## config.mk

```make
export PLATFORM = sky130hd
export DESIGN_NAME = if_fetch_unit_flat
export DESIGN_NICKNAME = d
export VERILOG_FILES = /design/src/rtl/if_fetch_unit_if.sv /design/src/rtl/if_fetch_unit.sv /design/src/flat_wrapper.sv
export SDC_FILE = /design/constraint.sdc
export NUM_CORES = 1
export LEC_CHECK = 0
export ABC_AREA = 1
export ABC_CLOCK_PERIOD_IN_PS = 3400
export BUFFER_PORTS_ARGS = -buffer_cell sky130_fd_sc_hd__buf_2
export CORE_MARGIN = 2
export CORE_UTILIZATION = 49
export CTS_CLUSTER_DIAMETER = 150
export DETAILED_ROUTE_END_ITERATION = 8
export GPL_ROUTABILITY_DRIVEN = 0
export GPL_TIMING_DRIVEN = 0
export PLACE_DENSITY = 0.85
export SLEW_MARGIN = 0
export SYNTH_ARGS = -nofsm -noshare
export SYNTH_HDL_FRONTEND = slang
export SYNTH_SLANG_ARGS = --single-unit
```

## constraint.sdc

```tcl
create_clock -name clk -period 3.4 [get_ports clk]
set_input_delay 0.85 -clock clk [delete_from_list [all_inputs] [get_ports clk]]
set_output_delay 0.85 -clock clk [all_outputs]
set_load 0.05 [all_outputs]
```

## src/rtl/if_fetch_unit_if.sv

```systemverilog
// Bundles the instruction-memory port and the IF/ID handshake of if_fetch_unit.
// master = fetch unit side, slave = memory / decode side.
interface if_fetch_unit_if #(
    parameter int PC_W = 9
);
    logic            id_stall;
    logic            redirect_en;
    logic [PC_W-1:0] redirect_pc;
    logic            imem_req;
    logic [PC_W-1:0] imem_addr;
    logic [31:0]     imem_rdata;
    logic            if_id_valid;
    logic [PC_W-1:0] if_id_pc;
    logic [31:0]     if_id_instr;

    modport master (
        input  id_stall,
        input  redirect_en,
        input  redirect_pc,
        input  imem_rdata,
        output imem_req,
        output imem_addr,
        output if_id_valid,
        output if_id_pc,
        output if_id_instr
    );

    modport slave (
        output id_stall,
        output redirect_en,
        output redirect_pc,
        output imem_rdata,
        input  imem_req,
        input  imem_addr,
        input  if_id_valid,
        input  if_id_pc,
        input  if_id_instr
    );
endinterface

```

## src/rtl/if_fetch_unit.sv

```systemverilog
// Instruction-fetch stage: owns the PC, issues 1-cycle imem reads and queues returned words for IF/ID.
// Optional build macro FETCH_PERF_CNT_EN adds the perf_fetched / perf_squashed counters.
module if_fetch_unit #(
    parameter int              PC_W      = 9,
    parameter logic [PC_W-1:0] RESET_PC  = '0,
    parameter int              IFQ_DEPTH = 2
) (
    input  logic              clk,
    input  logic              reset,
    if_fetch_unit_if.master   bus
`ifdef FETCH_PERF_CNT_EN
    ,
    output logic [31:0]       perf_fetched,
    output logic [31:0]       perf_squashed
`endif
);

    localparam int PTR_W = (IFQ_DEPTH > 1) ? $clog2(IFQ_DEPTH) : 1;
    localparam int CNT_W = PTR_W + 1;

    logic [PC_W-1:0]  pc_q, pc_d;
    logic [PC_W-1:0]  tag_pc_q, tag_pc_d;
    logic             inflight_q, inflight_d;
    logic [PTR_W-1:0] head_q, head_d;
    logic [PTR_W-1:0] tail_q, tail_d;
    logic [CNT_W-1:0] count_q, count_d;
    logic [PC_W-1:0]  q_pc_q [IFQ_DEPTH];
    logic [PC_W-1:0]  q_pc_d [IFQ_DEPTH];
    logic [31:0]      q_instr_q [IFQ_DEPTH];
    logic [31:0]      q_instr_d [IFQ_DEPTH];

    logic             req;
    logic             push;
    logic             pop;
    logic             full;
    logic [CNT_W:0]   credit_used;

    // Credit rule: a request is only issued if its response is guaranteed a queue slot.
    // The reset input also gates the strobe so imem_req is low while reset is held.
    always_comb begin
        pop         = (count_q != '0) && !bus.id_stall;
        push        = inflight_q && !bus.redirect_en;
        full        = (count_q == CNT_W'(IFQ_DEPTH));
        credit_used = {1'b0, count_q} + {{CNT_W{1'b0}}, inflight_q} - {{CNT_W{1'b0}}, pop};
        req         = reset && !bus.redirect_en && (credit_used < (CNT_W+1)'(IFQ_DEPTH));
    end

    always_comb begin
        pc_d       = pc_q;
        tag_pc_d   = tag_pc_q;
        inflight_d = req;
        head_d     = head_q;
        tail_d     = tail_q;
        count_d    = count_q;
        q_pc_d     = q_pc_q;
        q_instr_d  = q_instr_q;
        if (bus.redirect_en) begin
            pc_d    = bus.redirect_pc & ~PC_W'(3);
            head_d  = '0;
            tail_d  = '0;
            count_d = '0;
        end else begin
            if (req) begin
                pc_d     = pc_q + PC_W'(4);
                tag_pc_d = pc_q;
            end
            if (push) begin
                q_pc_d[tail_q]    = tag_pc_q;
                q_instr_d[tail_q] = bus.imem_rdata;
                tail_d            = tail_q + PTR_W'(1);
            end
            if (pop) begin
                head_d = head_q + PTR_W'(1);
            end
            case ({push, pop})
                2'b10:   count_d = count_q + CNT_W'(1);
                2'b01:   count_d = count_q - CNT_W'(1);
                default: count_d = count_q;
            endcase
        end
    end

    always_ff @(posedge clk or negedge reset) begin
        if (!reset) begin
            pc_q       <= RESET_PC;
            tag_pc_q   <= RESET_PC;
            inflight_q <= 1'b0;
            head_q     <= '0;
            tail_q     <= '0;
            count_q    <= '0;
            for (int i = 0; i < IFQ_DEPTH; i++) begin
                q_pc_q[i]    <= '0;
                q_instr_q[i] <= '0;
            end
        end else begin
            pc_q       <= pc_d;
            tag_pc_q   <= tag_pc_d;
            inflight_q <= inflight_d;
            head_q     <= head_d;
            tail_q     <= tail_d;
            count_q    <= count_d;
            q_pc_q     <= q_pc_d;
            q_instr_q  <= q_instr_d;
        end
    end

    assign bus.imem_req    = req;
    assign bus.imem_addr   = pc_q;
    assign bus.if_id_valid = (count_q != '0);
    assign bus.if_id_pc    = q_pc_q[head_q];
    assign bus.if_id_instr = q_instr_q[head_q];

`ifdef FETCH_PERF_CNT_EN
    logic [31:0] perf_fetched_q, perf_fetched_d;
    logic [31:0] perf_squashed_q, perf_squashed_d;

    // A redirect squashes the response arriving this cycle plus every queued entry.
    always_comb begin
        perf_fetched_d  = perf_fetched_q + {31'd0, push};
        perf_squashed_d = perf_squashed_q;
        if (bus.redirect_en) begin
            perf_squashed_d = perf_squashed_q + {31'd0, inflight_q} + 32'(count_q);
        end
    end

    always_ff @(posedge clk or negedge reset) begin
        if (!reset) begin
            perf_fetched_q  <= '0;
            perf_squashed_q <= '0;
        end else begin
            perf_fetched_q  <= perf_fetched_d;
            perf_squashed_q <= perf_squashed_d;
        end
    end

    assign perf_fetched  = perf_fetched_q;
    assign perf_squashed = perf_squashed_q;
`endif

    a_no_overflow: assert property (@(posedge clk) disable iff (!reset) !(push && !pop && full));

endmodule

```

## src/flat_wrapper.sv

```systemverilog
// flat-port wrapper written by rule: the top's interface ports become plain ports
module if_fetch_unit_flat 
#(
    parameter int              PC_W      = 9,
    parameter logic [PC_W-1:0] RESET_PC  = '0,
    parameter int              IFQ_DEPTH = 2
)
  (clk, reset, bus_id_stall, bus_redirect_en, bus_redirect_pc, bus_imem_rdata, bus_imem_req, bus_imem_addr, bus_if_id_valid, bus_if_id_pc, bus_if_id_instr);
  if_fetch_unit_if #(.PC_W(PC_W)) bus_i ();
  input  logic clk;
  input  logic reset;
  input wire logic [$bits(bus_i.id_stall)-1:0] bus_id_stall;
  input wire logic [$bits(bus_i.redirect_en)-1:0] bus_redirect_en;
  input wire logic [$bits(bus_i.redirect_pc)-1:0] bus_redirect_pc;
  input wire logic [$bits(bus_i.imem_rdata)-1:0] bus_imem_rdata;
  output wire logic [$bits(bus_i.imem_req)-1:0] bus_imem_req;
  output wire logic [$bits(bus_i.imem_addr)-1:0] bus_imem_addr;
  output wire logic [$bits(bus_i.if_id_valid)-1:0] bus_if_id_valid;
  output wire logic [$bits(bus_i.if_id_pc)-1:0] bus_if_id_pc;
  output wire logic [$bits(bus_i.if_id_instr)-1:0] bus_if_id_instr;
  assign bus_i.id_stall = bus_id_stall;
  assign bus_i.redirect_en = bus_redirect_en;
  assign bus_i.redirect_pc = bus_redirect_pc;
  assign bus_i.imem_rdata = bus_imem_rdata;
  assign bus_imem_req = bus_i.imem_req;
  assign bus_imem_addr = bus_i.imem_addr;
  assign bus_if_id_valid = bus_i.if_id_valid;
  assign bus_if_id_pc = bus_i.if_id_pc;
  assign bus_if_id_instr = bus_i.if_id_instr;
  if_fetch_unit #(.PC_W(PC_W), .RESET_PC(RESET_PC), .IFQ_DEPTH(IFQ_DEPTH)) u_core (.clk(clk), .reset(reset), .bus(bus_i));
endmodule
```

After elaboration in Yosys (flattened, before gate mapping)
Index checks and enable logic that the tools add are counted.
- register bits after elaboration: 105
- logic and storage cells: 60
- $add $sub $neg: 7
- order comparisons: 4
- equality and inequality tests: 2
- mux-type cells: 20
- bitwise operators: 3
- reduce and logical (&&, ||, !) cells: 14
- operator list (kind ; number):
    $mux W32 ; 4
    $bwmux W64 ; 1
    $mux W9 ; 6
    $demux W32 S1 ; 1
    $bwmux W18 ; 1
    $add A9 B3 Y9 const B ; 1
    $demux W9 S1 ; 1
    $reduce_bool A2 Y1 ; 4
    $logic_and A1 B1 Y1 ; 5
    $ge A2 B2 Y1 const B ; 2
    $mux W1 ; 4
    $not A1 Y2 ; 2
    $pmux W2 S2 ; 1
    $reduce_and A2 Y1 ; 2
    $add A2 B1 Y3 ; 1
    $lt A3 B2 Y1 const B ; 1
    $reduce_bool A3 Y1 ; 1
    $sub A3 B1 Y3 ; 1
    $add A1 B1 Y1 const B ; 2
    $add A2 B1 Y2 const B ; 1
    $eq A2 B1 Y1 const B ; 1
    $eq A2 B2 Y1 const B ; 1
    $logic_not A1 Y1 ; 2
    $lt A2 B1 Y1 const B ; 1
    3 further kinds ; 3

Longest topological paths before layout
Gate-level depths: netlist (run 1).
- depth in word-level cells: 7
- mapped depth: 14
- gate-level depth less buffers: 14

Worst setup path after synthesis (run 1)
No wires, ideal clock.
- kind: register to output
- start point: register u_core.count_q[1]
- end point: output bus_imem_req
- data arrival time: 2716 ps
- setup slack: -166 ps
- cell stages (with the launch flop): 11
- buffers on the path: 1
- path through: dfrtp_1 -> inv_1 -> nand2_1 -> nand2_1 -> inv_1 -> ha_1 -> or2_2 -> fa_1 -> nand3_1 -> nor2_1 -> buf_2
- cells in the longest elaborated chain, start to end: 5
- ends and longest elaborated chain (element ; RTL line ; text):
    start: declaration ; if_fetch_unit.sv:26 ; logic [CNT_W-1:0] count_q, count_d;
    start signal: assignment ; if_fetch_unit.sv:101 ; count_q <= count_d;
    $reduce_bool A2 Y1 ; - ;
    net bus_if_id_valid ; flat_wrapper.sv:18 ; output wire logic [$bits(bus_i.if_id_valid)-1:0] bus_if_id_valid;
    $logic_and A1 B1 Y1 ; if_fetch_unit.sv:41 ; pop = (count_q != '0) && !bus.id_stall;
    $sub A3 B1 Y3 ; if_fetch_unit.sv:44 ; credit_used = {1'b0, count_q} + {{CNT_W{1'b0}}, inflight_q} - {{CNT_W{1'b0}}, pop};
    $lt A3 B2 Y1 ; if_fetch_unit.sv:45 ; req = reset && !bus.redirect_en && (credit_used < (CNT_W+1)'(IFQ_DEPTH));
    $logic_and A1 B1 Y1 ; if_fetch_unit.sv:45 ;
    end: declaration ; flat_wrapper.sv:16 ; output wire logic [$bits(bus_i.imem_req)-1:0] bus_imem_req;
The timed path passes the listed nets, and every way through them passes these cells.

Final worst setup path (run 1)
- start point: input bus_id_stall
- end point: output bus_imem_req
- cells in the longest elaborated chain, start to end: 5
- ends and longest elaborated chain (element ; RTL line ; text):
    start: declaration ; flat_wrapper.sv:12 ; input wire logic [$bits(bus_i.id_stall)-1:0] bus_id_stall;
    $logic_not A1 Y1 ; if_fetch_unit.sv:41 ;
    $logic_and A1 B1 Y1 ; if_fetch_unit.sv:41 ;
    $sub A3 B1 Y3 ; if_fetch_unit.sv:44 ;
    $lt A3 B2 Y1 ; if_fetch_unit.sv:45 ;
    $logic_and A1 B1 Y1 ; if_fetch_unit.sv:45 ;
No other way between the ends.

==> results of run 1 <==
-- per-stage QoR --
step                      hold slack (ns)  setup slack (ns)  utilization [%]  power [µW]
after floorplan                     0.453           0.00157                -        3320
after global placement              0.465            -0.865             57.2        3730
after detailed placement            0.474            -0.454             57.5        3830
after CTS                           0.417            0.0112             60.8        4640
after global routing                0.420          -0.00814             61.3        4920
final                               0.410            0.0820             61.3        4630
-- how the worst max path moves through the flow --
stage / startpoint / end / slack [ns]
after floorplan: bus_id_stall / bus_imem_req / 0.002
after global placement: reset / bus_imem_req / -0.87
after detailed placement: bus_id_stall / bus_imem_req / -0.45
after CTS: bus_id_stall / bus_imem_req / 0.01
after global routing: u_core.count_q[0] / bus_imem_req / -0.008
final: bus_id_stall / bus_imem_req / 0.08
-- layout make-up --
class                      instances  area (µm²)  share of cell area, %
sequential                        97        2430                   45.7
multi-input combinational        366        1620                   30.4
timing repair buffer             100         564                   10.6
inverter                          49         189                   3.55
buffer                            31         171                   3.22
clock buffer                      11         151                   2.85
tap                              108         135                   2.54
clock inverter                     5        62.6                   1.18
-- layout by cell type, fill, tap and decap left out, drive strengths merged --
cell type,netlist,routed
inv,49,50
clkinvlp,0,2
o21bai,2,2
fa,1,1
o21ai,88,88
nand2,239,239
clkbuf,15,26
clkinv,0,1
conb,1,4
o21a,1,1
a21oi,2,2
xnor2,1,1
dfrtp,97,97
nand4,3,3
bufinv,0,1
nand3,14,14
ha,2,2
or2,2,2
buf,17,116
nor2,5,5
xor2,2,2
-- critical path, cell delays in order --
cell and delay [ns]:
buf_6 0.10, inv_4 0.06, nand2_4 0.05, inv_4 0.05
ha_4 0.19, or2_4 0.24, fa_1 0.49, nand3_2 0.08
nor2_4 0.19, buf_8 0.17
-- state kept, by name, summed over array words and instances, names as in the netlist --
register and flops:
u_core.count_q 2, u_core.head_q 1, u_core.q_instr_q 64, u_core.q_pc_q 14, u_core.tag_pc_q 7, u_core.inflight_q 1, u_core.tail_q 1, u_core.bus.imem_addr 7
-- per-layer routing --
layer,vias to the layer above,wire (µm)
met3,16,594
li1,1894,-
met5,-,0
met1,1835,4540
met2,119,5330
met4,0,144
-- power by group --
group | internal [µW] | switching [µW] | total [µW] | leakage [µW]
Combinational | 521 | 1450 | 1970 | 0.00160
Clock | 384 | 407 | 791 | 0.000102
Sequential | 1610 | 263 | 1870 | 0.00124
Total | 2510 | 2120 | 4630 | 0.00294
-- cells by family (layout without fill, tap and decap cells) --
family          count (synthesis)  after routing  synth area share [%]
simple gates                  263            263                  23.4
fa+ha+maj                       3              3                  1.03
xor+xnor                        3              3                 0.603
compound gates                 93             93                  10.9
flops                          97             97                  55.7
buf+inv                        81            196                  8.27
other cells                     1              4                0.0861
-- what timing repair did --
item,4_1_cts,5_1_grt
resized for setup,12,6
hold buffers,0,0
pin swaps,5,5
buffers inserted,5,4
endpoints found under the setup margin,1,1
gates cloned,0,0
==> impl_metrics.ini, run 1 <==
[timing]
clock.fmax_mhz = 301
hold_viol = 0
fin_skew_ns = 0.00871
min_period_over_period_pct = 97.6
fin_crit_ns = 3.32
finalSetupTns_ns = 0
setup_viol = 0
tightest_slew_ns = 0.532
slew_violations = 0
slew_headroom_pct = 64.5

[synthesis]
yosys_warnings = 0
netlist-cell-type-count = 26
synth_top_cell_area_share_pct = 55.7
synthFlopType = dfrtp_1
yosysMostFrequentCell = nand2_1
synth_seq_area_share_pct = 55.7
syn_area_mm2 = 0.00436
synthTopCellsByArea = dfrtp_1, nand2_1, o21ai_0
ys_ff_latch = 97
syn_inst = 541
async_flop_share_pct = 100
synth_common_cells = nand2_1, dfrtp_1, o21ai_0, inv_1, nand3_1
avgSynthCellArea_um2 = 8.05
synth_top_area_cell = dfrtp_1
synth_edf_count = 0

[global_routing]
antenna_found_initial = 0
use_met2_pct = 38.3
gr-total-overflow = 0
grt_pass1_wl_um = 17800
grt.total_usage_pct = 22.8
grt_max_degree = 70
met1_usage_pct = 30.3
first_global_vias = 3856
grt.busiest_layer = met2
grt.met3_usage_pct = 4.44

[placed_design]
port_buffers = 90
placed_area_mm2 = 0.00499
dp_hpwl_um = 7400
dp.cells = 743

[clock_tree]
ctsHtreeMaxLevel = 3
cts_buffer_depth = 2
clk_latency_ns = 0.37
clock-sinks = 97
cts_tree = yes
path_clk_slew_ns = 0.10
cts_made_buffers = 9
clock_tree.root_cell = clkbuf_8

[floorplan]
start_util_pct = 50.2
dieArea_mm2 = 0.00966
die_w_um = 98.3
die_h_um = 98.3
io_pins = 97
core_area_mm2 = 0.00868
rows = 34

[cells_and_area]
nNetsFinal = 702
syn_to_final_growth_pct = 22.1
diodes = 0
layoutNonFillerInstCount = 767
final_layout_size_suffix_gt1_share_pct = 22.2
design_area_mm2 = 0.00532
nFillCells = 754

[worst_setup_path]
r2r_cells = 14
crit_type = in -> out
endpoint_kind = primary output
worstReg2RegEnd = u_core.bus.imem_addr[2]
crit_path_start_kind = input pin
ff2ff_setup_slack_ns = 0.83
critPathRequiredTime_ns = 2.55
cp_data_arrival_time_ns = 2.47
rr_startpoint = u_core.count_q[0]
cp_max_fo = 3

[detailed_routing]
drcViolationCount = 0
drtAntennaViolNets = 0
vias_per_cell = 5.04
drt_iter0_drc = 233
drt_pass1_iterations = 5
routed_wl_um = 10600
avgRoutedWirePerCell_um = 13.8
vias = 3864

[power_and_ir_drop]
cellLeakagePower_uw = 0.00294
power_density_mw_per_mm2 = 871
peakVddDrop_uv = 329

[outcome]
status = completed

[hold_path]
hp-class = in -> async

[run]
drv_cap = 0
No activity file was read; power rests on OpenSTA's default activity.
==> inputs of run 2 (changes only) <==
- ABC_AREA: 1 -> default
- CORE_UTILIZATION: 49 -> 40
- PLACE_DENSITY: 0.85 -> 0.73
==> run 2 against run 1 <==
Effect of this change:
- the flow now finishes with violations (negative setup slack)
- die area up 21%
- count of clock-buffer cells in the layout down 2
- worst hold slack gained 0.021 ns
- critical path type is now reg -> out
- final cell count decreased by 26%
- register-to-register slack got worse by 0.18 ns
- synthesized area decreased by 0.43%
- critical path depth down 1
==> impl_metrics.ini, run 2 <==
[cells_and_area]
final_layout_size_suffix_gt1_share_pct = 60.0
final_common_cell = mux2_2
design_area_mm2 = 0.00533
layout_common_cells = mux2_2, dfrtp_1, buf_2
layoutNonFillerInstCount = 568
regMostFlops = u_core.q_instr_q
nNetsFinal = 471
diodes = 0
syn_to_final_growth_pct = 22.8
reg_top3 = u_core.q_instr_q (64), u_core.q_pc_q (14)
largest_reg_flops = 64
fin_util_pct = 49.8

[worst_setup_path]
rr_startpoint = u_core.count_q[1]
slowest_delay_ns = 0.41
cp_max_fo = 3
worstReg2RegEnd = u_core.bus.imem_addr[4]
cp_data_arrival_time_ns = 2.69
critPathRequiredTime_ns = 2.55
crit_chain = or2_4 > nor2b_4 > ha_4 > nand2b_4 > fa_2 > xor2_4 > or3_4 > inv_8 > buf_8
crit_path_start_kind = flop
endpoint_kind = primary output
ff2ff_setup_slack_ns = 0.65
crit_slowest_cell = dfrtp_2
r2r_cells = 9
crit_type = reg -> out

[clock_tree]
clock-sinks = 97
cts_made_buffers = 9
clock_tree.root_cell = clkbuf_8
ctsHtreeMaxLevel = 3
clk_latency_ns = 0.36
cts_tree = yes
path_clk_slew_ns = 0.10
cts_buffer_depth = 2

[floorplan]
rows = 38
die_w_um = 108
io_pins = 97
start_util_pct = 40.5
core_area_mm2 = 0.0107
dieArea_mm2 = 0.0117
die_h_um = 108

[detailed_routing]
vias = 2802
routed_wl_um = 8780
avgRoutedWirePerCell_um = 15.5
drcViolationCount = 0
drt_iter0_drc = 78
vias_per_cell = 4.93
drt_pass1_iterations = 5
drtAntennaViolNets = 0

[power_and_ir_drop]
p_sw_uw = 1520
switching_share_pct = 38.9
finalPower_uw = 3900
intPower_uw = 2380
pwr-share-comb_pct = 37.9
peakVddDrop_uv = 360
clkPwrFrac_pct = 19.3
power_density_mw_per_mm2 = 732
cellLeakagePower_uw = 0.00251
seq_power_share_pct = 42.8

[synthesis]
yosys_warnings = 0
synthTopCellsByArea = dfrtp_1, mux2_2, nand2_1
yosysMostFrequentCell = mux2_2
synth_top_area_cell = dfrtp_1
synth_edf_count = 0
synth_top_cell_area_share_pct = 56.0
synth_common_cells = mux2_2, dfrtp_1, nand2_1, buf_4
syn_inst = 311
avgSynthCellArea_um2 = 13.9
ys_ff_latch = 97
synth_seq_area_share_pct = 56.0
syn_area_mm2 = 0.00434
async_flop_share_pct = 100
netlist-cell-type-count = 34
synthFlopType = dfrtp_1

[outcome]
violations = negative setup slack
status = complete, but fails checks

[placed_design]
placed_area_mm2 = 0.00501
port_buffers = 90
dp.cells = 545
dp_hpwl_um = 6070

[global_routing]
first_global_vias = 2959
grt.total_usage_pct = 15.9
antenna_found_initial = 0
gr-total-overflow = 0
grt_max_degree = 67
grt_pass1_wl_um = 14300

[timing]
rsz0062_at_grt = true
hold_viol = 0
min_period_over_period_pct = 104
holdWs_ns = 0.430
tightest_slew_ns = 0.715
slew_violations = 0
fin_skew_ns = 0.00891
fin_ws_ns = -0.138
setup_viol = 1
slew_headroom_pct = 52.3
clock.fmax_mhz = 283
fin_crit_ns = 3.54

[run]
drv_cap = 0

[hold_path]
hp-class = in -> async
run 2: changes by cell type after synthesis, sizes merged, moves of 3 or more:
cell,delta
nand2,-211
clkbuf,-14
o21ai,-85
nand3,-10
mux2,+117
nand4,-3
xnor2,+3
inv,-43
o311ai,+8
run 2: metrics by stage:
stage	TNS, ns	setup WS, ns
floorplan	0	0.0301
global placement	-8.64	-1.32
detailed placement	-0.477	-0.477
CTS	-0.313	-0.313
global route	-0.247	-0.247
finish	-0.138	-0.138
run 2: repair_timing:
item / CTS / global route
pin swaps: 3 / 4
gates resized for setup: 10 / 2
buffers inserted: 6 / 2
setup endpoints to repair: 1 / 1
hold buffers: 0 / 0
run 2: worst max-delay path, delay by kind of cell (launching register included):
kind | cells | cell delay [ns]
AND/OR/NAND/NOR | 4 | 0.92
adder cells (fa/ha/maj) | 2 | 0.60
flip-flops | 1 | 0.41
XOR/XNOR | 1 | 0.20
buffers and inverters | 2 | 0.20
run 2: power by group through the flow:
stage / combinational [µW] / clock [µW] / sequential (µW)
3_5_place_dp: 1470 / 0 / 1690
3_3_place_gp: 1440 / 0 / 1660
6_report: 1480 / 755 / 1670
5_1_grt: 1570 / 832 / 1720
4_1_cts: 1490 / 784 / 1670
2_1_floorplan: 1170 / 0 / 1670
run 2: layout make-up:
class	count	area, µm²
fill	964	5370
sequential	97	2430
multi-input combinational	192	1830
timing repair buffer	99	551
tap	140	175
clock buffer	9	124
buffer	18	108
clock inverter	7	77.6
inverter	6	30.0
run 2: worst max-delay path by stage:
stage | startpoint | endpoint | slack (ns) | cells after the start
global route | u_core.count_q[0] | bus_imem_req | -0.25 | 9
detailed placement | bus_id_stall | bus_imem_req | -0.48 | 10
global placement | reset | bus_imem_req | -1.32 | 6
floorplan | bus_id_stall | bus_imem_req | 0.03 | 8
finish | u_core.count_q[1] | bus_imem_req | -0.14 | 9
CTS | u_core.count_q[1] | bus_imem_req | -0.31 | 10
run 2: kinds of logic (layout without fill, tap and decap cells):
logic type / after synthesis / count (layout) / synth area share (%)
mux: 117 / 117 / 30.4
flops: 97 / 97 / 56.0
simple gates: 45 / 45 / 4.56
buf+inv: 25 / 139 / 3.38
compound gates: 18 / 18 / 3.58
xor+xnor: 5 / 5 / 1.01
fa+ha+maj: 3 / 3 / 1.04
other cells: 1 / 4 / 0.0865
run 2: layer usage:
layer | GRT usage, % | routed length [µm]
met1 | 20.0 | 3860
met5 | 0 | 0
met4 | 6.32 | 137
met3 | 2.95 | 433
met2 | 27.2 | 4350
